$ cat src/rtl/uart_prog_loader.sv
// uart_prog_loader
// ----------------
// Receives a program image over an 8N1 UART line (idle high, LSB first) and
// writes it word by word into an instruction memory through a req/gnt port.
// Four bytes form one word, MSB first. The word END_WORD is never written.
// It ends the load, and all input after it is ignored until reset.
//
// Optional feature macro: UART_LOADER_CHECKSUM_EN
//   defined   -> checksum_o is the running modulo-2^32 sum of granted words
//   undefined -> checksum_o is tied to 0 and no adder exists
//
// Handshake (mem_req_o / mem_gnt_i): a write is offered by raising mem_req_o
// with mem_addr_o/mem_wdata_o. All three hold steady until a rising clk_i
// edge samples mem_gnt_i high with mem_req_o high. That edge completes the
// transfer, drops mem_req_o and bumps word_count_o. mem_gnt_i is ignored while
// mem_req_o is low.
//
// Ports
//   clk_i         the only clock
//   rst_i         synchronous active-high reset
//   uart_rx_i     serial program stream (asynchronous to clk_i)
//   ready_o       high while waiting for / receiving program words
//   mem_req_o     write request
//   mem_gnt_i     write grant
//   mem_addr_o    word address of the pending write
//   mem_wdata_o   data of the pending write
//   done_o        terminator received and all writes finished
//   word_count_o  number of words committed to memory
//   frame_err_o   sticky: a byte had a low stop bit
//   overrun_o     sticky: a word arrived while a write was pending
//   overflow_o    sticky: a word arrived after memory was full
//   checksum_o    running sum of committed words (see macro above)
module uart_prog_loader #(
    parameter int          CLKS_PER_BIT = 87,
    parameter int          ADDR_W       = 14,
    parameter logic [31:0] END_WORD     = 32'h00000FFF
) (
    input  logic              clk_i,
    input  logic              rst_i,
    input  logic              uart_rx_i,
    output logic              ready_o,
    output logic              mem_req_o,
    input  logic              mem_gnt_i,
    output logic [ADDR_W-1:0] mem_addr_o,
    output logic [31:0]       mem_wdata_o,
    output logic              done_o,
    output logic [ADDR_W:0]   word_count_o,
    output logic              frame_err_o,
    output logic              overrun_o,
    output logic              overflow_o,
    output logic [31:0]       checksum_o
);

    localparam int CNT_W = $clog2(CLKS_PER_BIT + 1);
    localparam logic [CNT_W-1:0] HALF_M1 = CNT_W'(CLKS_PER_BIT / 2 - 1);
    localparam logic [CNT_W-1:0] FULL_M1 = CNT_W'(CLKS_PER_BIT - 1);

    // ------------------------------------------------------------------
    // Input synchronizer
    // ------------------------------------------------------------------
    logic [1:0] rx_sync;
    logic       rx_s;

    always_ff @(posedge clk_i) begin
        if (rst_i) rx_sync <= 2'b11;
        else       rx_sync <= {rx_sync[0], uart_rx_i};
    end

    assign rx_s = rx_sync[1];

    // ------------------------------------------------------------------
    // Byte receiver FSM
    // ------------------------------------------------------------------
    typedef enum logic [1:0] {RX_IDLE, RX_START, RX_DATA, RX_STOP} rx_state_t;

    rx_state_t        rx_state, rx_next;
    logic [CNT_W-1:0] clk_cnt;
    logic [2:0]       bit_idx;
    logic [7:0]       rx_shift;
    logic             cnt_clr, shift_en, byte_ok, byte_bad;

    always_ff @(posedge clk_i) begin
        if (rst_i) begin
            rx_state <= RX_IDLE;
            clk_cnt  <= '0;
            bit_idx  <= '0;
            rx_shift <= '0;
        end else begin
            rx_state <= rx_next;
            clk_cnt  <= cnt_clr ? '0 : clk_cnt + 1'b1;
            if (rx_state == RX_IDLE) bit_idx <= '0;
            if (shift_en) begin
                rx_shift <= {rx_s, rx_shift[7:1]};
                bit_idx  <= bit_idx + 3'd1;
            end
        end
    end

    always_comb begin
        rx_next  = rx_state;
        cnt_clr  = 1'b0;
        shift_en = 1'b0;
        byte_ok  = 1'b0;
        byte_bad = 1'b0;
        case (rx_state)
            RX_IDLE: begin
                cnt_clr = 1'b1;
                if (!rx_s) rx_next = RX_START;
            end
            RX_START: begin
                // Mid start bit: a high line here was only a glitch.
                if (clk_cnt == HALF_M1) begin
                    cnt_clr = 1'b1;
                    rx_next = rx_s ? RX_IDLE : RX_DATA;
                end
            end
            RX_DATA: begin
                if (clk_cnt == FULL_M1) begin
                    cnt_clr  = 1'b1;
                    shift_en = 1'b1;
                    if (bit_idx == 3'd7) rx_next = RX_STOP;
                end
            end
            RX_STOP: begin
                if (clk_cnt == FULL_M1) begin
                    cnt_clr  = 1'b1;
                    byte_ok  = rx_s;
                    byte_bad = !rx_s;
                    rx_next  = RX_IDLE;
                end
            end
            default: rx_next = RX_IDLE;
        endcase
    end

    // ------------------------------------------------------------------
    // Word assembly and memory write port
    // ------------------------------------------------------------------
    logic [1:0]  byte_idx;
    logic [23:0] word_hi;
    logic        term_pend;   // terminator seen, waiting for last grant
    logic        accept;
    logic        word_done;
    logic [31:0] word_full;
    logic        mem_full;
    logic        gnt_hit;

    assign accept    = !done_o && !term_pend;
    assign word_full = {word_hi, rx_shift};
    assign word_done = accept && byte_ok && (byte_idx == 2'd3);
    assign mem_full  = word_count_o[ADDR_W];
    assign gnt_hit   = mem_req_o && mem_gnt_i;
    assign ready_o   = !done_o && !term_pend;

    always_ff @(posedge clk_i) begin
        if (rst_i) begin
            byte_idx     <= '0;
            word_hi      <= '0;
            term_pend    <= 1'b0;
            mem_req_o    <= 1'b0;
            mem_addr_o   <= '0;
            mem_wdata_o  <= '0;
            word_count_o <= '0;
            done_o       <= 1'b0;
            frame_err_o  <= 1'b0;
            overrun_o    <= 1'b0;
            overflow_o   <= 1'b0;
        end else begin
            if (accept) begin
                if (byte_bad) begin
                    // Drop the byte and realign to a word boundary.
                    frame_err_o <= 1'b1;
                    byte_idx    <= '0;
                end else if (byte_ok) begin
                    word_hi  <= {word_hi[15:0], rx_shift};
                    byte_idx <= byte_idx + 2'd1;
                end
            end

            if (word_done) begin
                if (word_full == END_WORD) begin
                    // A write still outstanding after this edge defers done.
                    if (mem_req_o && !mem_gnt_i) term_pend <= 1'b1;
                    else                         done_o    <= 1'b1;
                end else if (mem_req_o) begin
                    overrun_o <= 1'b1;
                end else if (mem_full) begin
                    overflow_o <= 1'b1;
                end else begin
                    mem_req_o   <= 1'b1;
                    mem_addr_o  <= word_count_o[ADDR_W-1:0];
                    mem_wdata_o <= word_full;
                end
            end

            if (gnt_hit) begin
                mem_req_o    <= 1'b0;
                word_count_o <= word_count_o + 1'b1;
                if (term_pend) begin
                    term_pend <= 1'b0;
                    done_o    <= 1'b1;
                end
            end
        end
    end

`ifdef UART_LOADER_CHECKSUM_EN
    logic [31:0] checksum_q;

    always_ff @(posedge clk_i) begin
        if (rst_i)        checksum_q <= '0;
        else if (gnt_hit) checksum_q <= checksum_q + mem_wdata_o;
    end

    assign checksum_o = checksum_q;
`else
    assign checksum_o = 32'd0;
`endif

endmodule

$ cat config.mk
export PLATFORM = sky130hd
export DESIGN_NAME = uart_prog_loader
export DESIGN_NICKNAME = d
export VERILOG_FILES = /design/src/rtl/uart_prog_loader.sv
export SDC_FILE = /design/constraint.sdc
export NUM_CORES = 1
export LEC_CHECK = 0
export CORE_ASPECT_RATIO = 1.2
export CORE_MARGIN = 10
export CORE_UTILIZATION = 46
export DETAILED_ROUTE_END_ITERATION = 16
export PLACE_DENSITY_LB_ADDON = 0.08
export SLEW_MARGIN = 20
export SYNTH_ARGS = -nofsm -noshare
export SYNTH_HDL_FRONTEND = slang
export SYNTH_SLANG_ARGS = --single-unit
$ cat constraint.sdc
create_clock -name clk_i -period 1.86 [get_ports clk_i]
set_clock_uncertainty 0.15 [all_clocks]
set_input_delay 0.279 -clock clk_i [delete_from_list [all_inputs] [get_ports clk_i]]
set_output_delay 0.279 -clock clk_i [all_outputs]
set_load 0.005 [all_outputs]
Word-level counts from Yosys, hierarchy flattened
Index checks and enable logic that the tools add are counted.
{"block": "word_totals", "reg_bits": 115, "input_bits": 4, "out_inout_bits": 99, "word_cells": 91}
{"block": "op_classes", "add_sub_neg": 4, "n_eq_ne": 13, "n_mux": 31, "bitwise_logic": 4, "reduce_logical": 23}
{"operator": "32-bit by 12-bit == test with 1-bit output (second input constant)", "count": 1}
{"operator": "1-bit 2-to-1 mux", "count": 19}
{"operator": "2-bit 2-to-1 mux", "count": 8}
{"operator": "15-bit by 1-bit adder with 15-bit output (second input constant)", "count": 1}
{"operator": "2-bit != test (second input constant)", "count": 5}
{"operator": "2-bit one-hot mux with 4 select lines", "count": 1}
{"operator": "4-bit AND reduction", "count": 2}
{"operator": "7-bit by 1-bit adder with 7-bit output (second input constant)", "count": 1}
{"operator": "7-bit by 6-bit == test with 1-bit output (second input constant)", "count": 1}
{"operator": "7-bit == test (second input constant)", "count": 1}
{"operator": "2-bit == test (second input constant)", "count": 3}
{"operator": "3-bit 2-to-1 mux", "count": 2}
{"operator": "2-bit AND reduction", "count": 3}
{"operator": "3-bit AND reduction", "count": 2}
{"operator": "2-bit OR reduction", "count": 3}
{"operator": "1-bit logical AND", "count": 5}
{"operator": "5-bit AND reduction", "count": 1}
{"operator": "1-bit logical NOT", "count": 4}
{"operator": "1-bit NOT", "count": 4}
{"operator": "2-bit nonzero test", "count": 2}
{"operator": "3-bit by 1-bit adder with 3-bit output (second input constant)", "count": 1}
{"operator": "3-bit == test (second input constant)", "count": 1}
{"operator": "1-bit one-hot mux with 3 select lines", "count": 1}
{"operator": "2-bit by 1-bit adder with 2-bit output (second input constant)", "count": 1}
{"operator": "2 further kinds", "count": 2}

Logic depth before layout (Yosys ltp)
{"block": "depth", "word_depth": 8, "mapped_depth": 9}

Worst setup path after synthesis
OpenSTA, ideal clock, no wires.
{"block": "synth_path", "path_kind": "register to register", "from": "reg rx_shift[7]", "to": "reg mem_addr_o[0]", "setup_ps": 117, "arrival_time_ps": 1655, "required_time_ps": 1593, "setup_slack_ps": -62, "path_stages_with_launch": 7, "synth_period_minus_slack_ps": 1922, "cell_sequence": "dfxtp_1 > nand4_1 > or4b_4 > o311ai_4 > buf_6 > buf_4 > o21ai_1"}
{"block": "synth_via", "elab_chain_cells": 3}
{"element": "start: declaration", "line_no": "79", "rtl": "logic [7:0] rx_shift;"}
{"element": "start signal: assignment", "line_no": "93", "rtl": "rx_shift <= {rx_s, rx_shift[7:1]};"}
{"element": "32-bit by 12-bit == test with 1-bit output", "line_no": "181", "rtl": "if (word_full == END_WORD) begin"}
{"element": "1-bit NOT (no source line)"}
{"element": "4-bit AND reduction (no source line)"}
{"element": "end signal: assignment", "line_no": "191", "rtl": "mem_addr_o <= word_count_o[ADDR_W-1:0];"}
{"element": "end: declaration", "line_no": "44", "rtl": "output logic [ADDR_W-1:0] mem_addr_o,"}
No other way between the ends.
A chain may end at the register's enable or synchronous reset.

Final worst setup path
{"block": "layout_path", "from": "reg word_hi[11]", "to": "reg mem_wdata_o[5]"}
{"block": "layout_via", "elab_chain_cells": 3}
{"element": "start: declaration", "line_no": "140", "rtl": "logic [23:0] word_hi;"}
{"element": "start signal: assignment", "line_no": "175", "rtl": "word_hi <= {word_hi[15:0], rx_shift};"}
{"element": "32-bit by 12-bit == test with 1-bit output", "line_no": "181"}
{"element": "1-bit NOT (no source line)"}
{"element": "4-bit AND reduction (no source line)"}
{"element": "end signal: assignment", "line_no": "192", "rtl": "mem_wdata_o <= word_full;"}
{"element": "end: declaration", "line_no": "45", "rtl": "output logic [31:0] mem_wdata_o,"}
No other way between the ends.

==> flow_metrics.py <==
metrics = {
    "finish": {
        "area_delta_synth_final_pct": 40.70,
        "utilization": 0.6688,
        "antennaDiodeCount": 0,
        "post-route-cell-area_um2": 7102,
        "drive_above_1_share": 0.2122,
        "nets": 705,
    },
    "clocking": {
        "cts_tree": "built",
        "path_clk_slew_ps": 50,
        "clock_sinks": 115,
        "clk_latency_ps": 420,
        "clockRootBuffer": "clkbuf_16",
        "cts_inserted_buffers": 17,
        "htreeDepth": 4,
        "cts_buffer_depth": 2,
        "holdBufCountCts": 0,
    },
    "run_status": {
        "violations": "setup timing",
        "status": "finished, violations left",
    },
    "sta": {
        "worstMarginPinSlew_ps": 490.6,
        "max_freq_mhz": 486.1,
        "whs_ps": 113.0,
        "period_needed_ps": 2057,
        "slew_headroom": 0.6688,
        "slew_violations": 0,
        "rsz0062_at_grt": "yes",
        "min_period_over_period": 1.106,
        "fin_ws_ps": -197.2,
        "setup_viol": 51,
        "hold_violations": 0,
    },
    "synthesis": {
        "synthAdderAreaFrac": 0.01487,
        "avgSynthCellArea_um2": 8.871,
        "synth_mux_area_frac": 0.01587,
        "synth_most_common_cell": "dfxtp_1",
        "synth-simple-area-share": 0.2828,
        "synthTopCellsByArea": "dfxtp_1, nand3b_1, nand2b_1, buf_4, nand2_1",
        "ys_top_cells_by_count": "dfxtp_1, nand2_1, nand2b_1, nand3b_1, o21ai_1",
        "ys_ff_latch": 115,
        "ys_warn_count": 0,
        "syn_inst": 569,
        "yosysTopAreaCellShare": 0.4561,
        "synth-edff-count": 0,
        "synth-compound-area-share": 0.1061,
        "synth.distinct_cells": 47,
        "synth_top_family_by_area": "simple AND/OR/NAND/NOR gates",
        "async_reset_ff_frac": 0,
        "synth.yosys.seq_area_share": 0.4561,
        "synthXorXnorAreaFrac": 0.03297,
        "synthFlopType": "dfxtp_1",
        "synth_top_cell_by_area": "dfxtp_1",
        "syn_area_um2": 5047,
    },
    "global_route": {
        "grt_pass1_wl_mm": 20.92,
        "track_usage": 0.1662,
        "grt_pass1_vias": 4249,
        "antenna_found_initial": 0,
        "grt_max_degree": 62,
        "overflow": 0,
    },
    "worst_setup_path": {
        "crit_path_start_kind": "flop",
        "crit_type": "flop to flop",
        "worstPathRequired_ps": 2060,
        "reg2reg_from": "word_hi[11]",
        "cp.arrival_ps": 2260,
        "path_max_fanout": 8,
        "setup.worst_path.end_class": "flop",
        "crit_slowest_cell": "o311ai_4",
        "cp_cell_sequence": "nor4b_2, nand4_1, o311ai_4, buf_12, clkbuf_16, nand3b_1, o21ai_1",
        "critical-path-max-stage-delay_ps": 430,
        "cp-startpoint": "word_hi[11]",
    },
    "floorplanning": {
        "dieArea_um2": 15580,
        "start_util": 0.4753,
        "die_w_um": 115.6,
        "core-area_um2": 10620,
        "fp-row-count": 41,
        "die_h_um": 134.7,
        "ios": 103,
    },
    "detailed_routing": {
        "viasPerCell": 5.196,
        "drtPass1Iterations": 5,
        "highest_layer": "met4",
        "routed_wl_mm": 14.50,
        "route.detailed.drc": 0,
        "antenna_left": 0,
        "post_drt_wl_per_cell_um": 17.34,
        "dr_wl_met3_um": 693,
        "met2_length_mm": 7.728,
        "m1WireLength_mm": 5.683,
        "route.vias.total": 4344,
        "drtIter0Drc": 235,
    },
    "power_and_ir_drop": {
        "p_per_area_nw_per_um2": 788.3,
        "leakage_nw": 2.629,
        "ir_worst_vdd_mv": 0.5220,
    },
    "place": {
        "dp_slack_ps": -179.5,
        "gp_routability_congestion": 0.7954,
        "placed_area_um2": 6097,
        "place_hpwl_mm": 8.787,
        "port_buffers": 70,
    },
    "hold_path": {
        "min_from": "rst_i",
        "hold_path.class": "input pin to flop",
    },
    "flow_run": {
        "maxCapViolCount": 0,
    },
}
## registers in the layout, indices dropped and copies added, names as in the netlist, named ones only
register / count
mem_wdata_o: 32
word_hi: 24
word_count_o: 15
mem_addr_o: 14
rx_shift: 8
clk_cnt: 7
bit_idx: 3
byte_idx: 2
rx_sync: 2
done_o: 1
frame_err_o: 1
mem_req_o: 1
overflow_o: 1
overrun_o: 1
rx_state: 1
term_pend: 1
## path summary, 6_finish.rpt
path              depth (start not counted)  slack, ps             end
setup / recovery                          7       -200  mem_wdata_o[5]
hold / removal                            2        110     rx_shift[1]
setup reg to reg                          7       -200  mem_wdata_o[5]
hold reg to reg                           1        260      rx_sync[1]
## cell usage in the layout (no fill, tap or decap), types with 3 or more instances in the layout
cell type        instances
clkinvlp_4               4
ha_1                     5
and3_1                   8
nand3b_1                48
nand2b_1                48
nor2_1                  37
and4_1                   3
buf_4                   57
dfxtp_1                 98
nand4_1                  7
nor4_2                   3
o21ai_1                 46
xnor2_1                  4
conb_1                  32
mux2i_1                  8
nor3_1                   3
inv_1                    3
a21oi_1                 30
clkdlybuf4s50_1         66
nand3_1                 12
clkbuf_16               23
buf_12                   7
clkinv_2                 5
dfxtp_2                 17
xor2_1                  15
buf_6                    4
nand2_1                 61
## critical path: cells and delay by family, from the launching register on
family | cells | cell delay, ps
buf+inv | 2 | 380
flops | 1 | 330
simple gates | 3 | 620
compound gates | 2 | 510
## metrics by stage
step / setup TNS [ps] / cells / power [mW]
final: -8308 / 836 / 5.598
after global routing: -13030 / 836 / 5.737
after CTS: -6559 / 825 / 5.615
after detailed placement: -6957 / 788 / 2.647
after global placement: -4650 / 788 / 2.646
after floorplan: -133.4 / 600 / 2.664
## final cells by class
type                       instances  area, um^2
fill                             862        3517
timing repair buffer             145        1513
multi-input combinational        412        2544
clock buffer                      21       460.4
inverter                           4       15.01
sequential                       115        2323
tap                              129       161.4
clock inverter                    10       85.08
## metal layers
metal / up-vias / GRT usage
met1: 2071 / 0.1803
met5: - / 0
met3: 31 / 0.04876
li1: 2139 / -
met2: 103 / 0.2926
met4: 0 / 0.07103
## report_power, final
group | internal (mW) | switching, mW
Combinational | 0.0549 | 0.0743
Sequential | 2.47 | 0.00198
Clock | 1.88 | 1.12
## cells by family after synthesis
logic type,Yosys count
AND/OR/NAND/NOR,253
flip-flops,115
AO/OA/AOI/OAI,94
buffers and inverters,73
XOR/XNOR,19
multiplexers,8
adder cells (fa/ha/maj),6
other,1
## repair_timing
action,CTS,global route
cloned,2,8
pin swaps,5,17
setup endpoints to repair,53,69
gates resized for setup,18,35
buffers inserted,4,3
No activity file was read; power rests on OpenSTA's default activity.
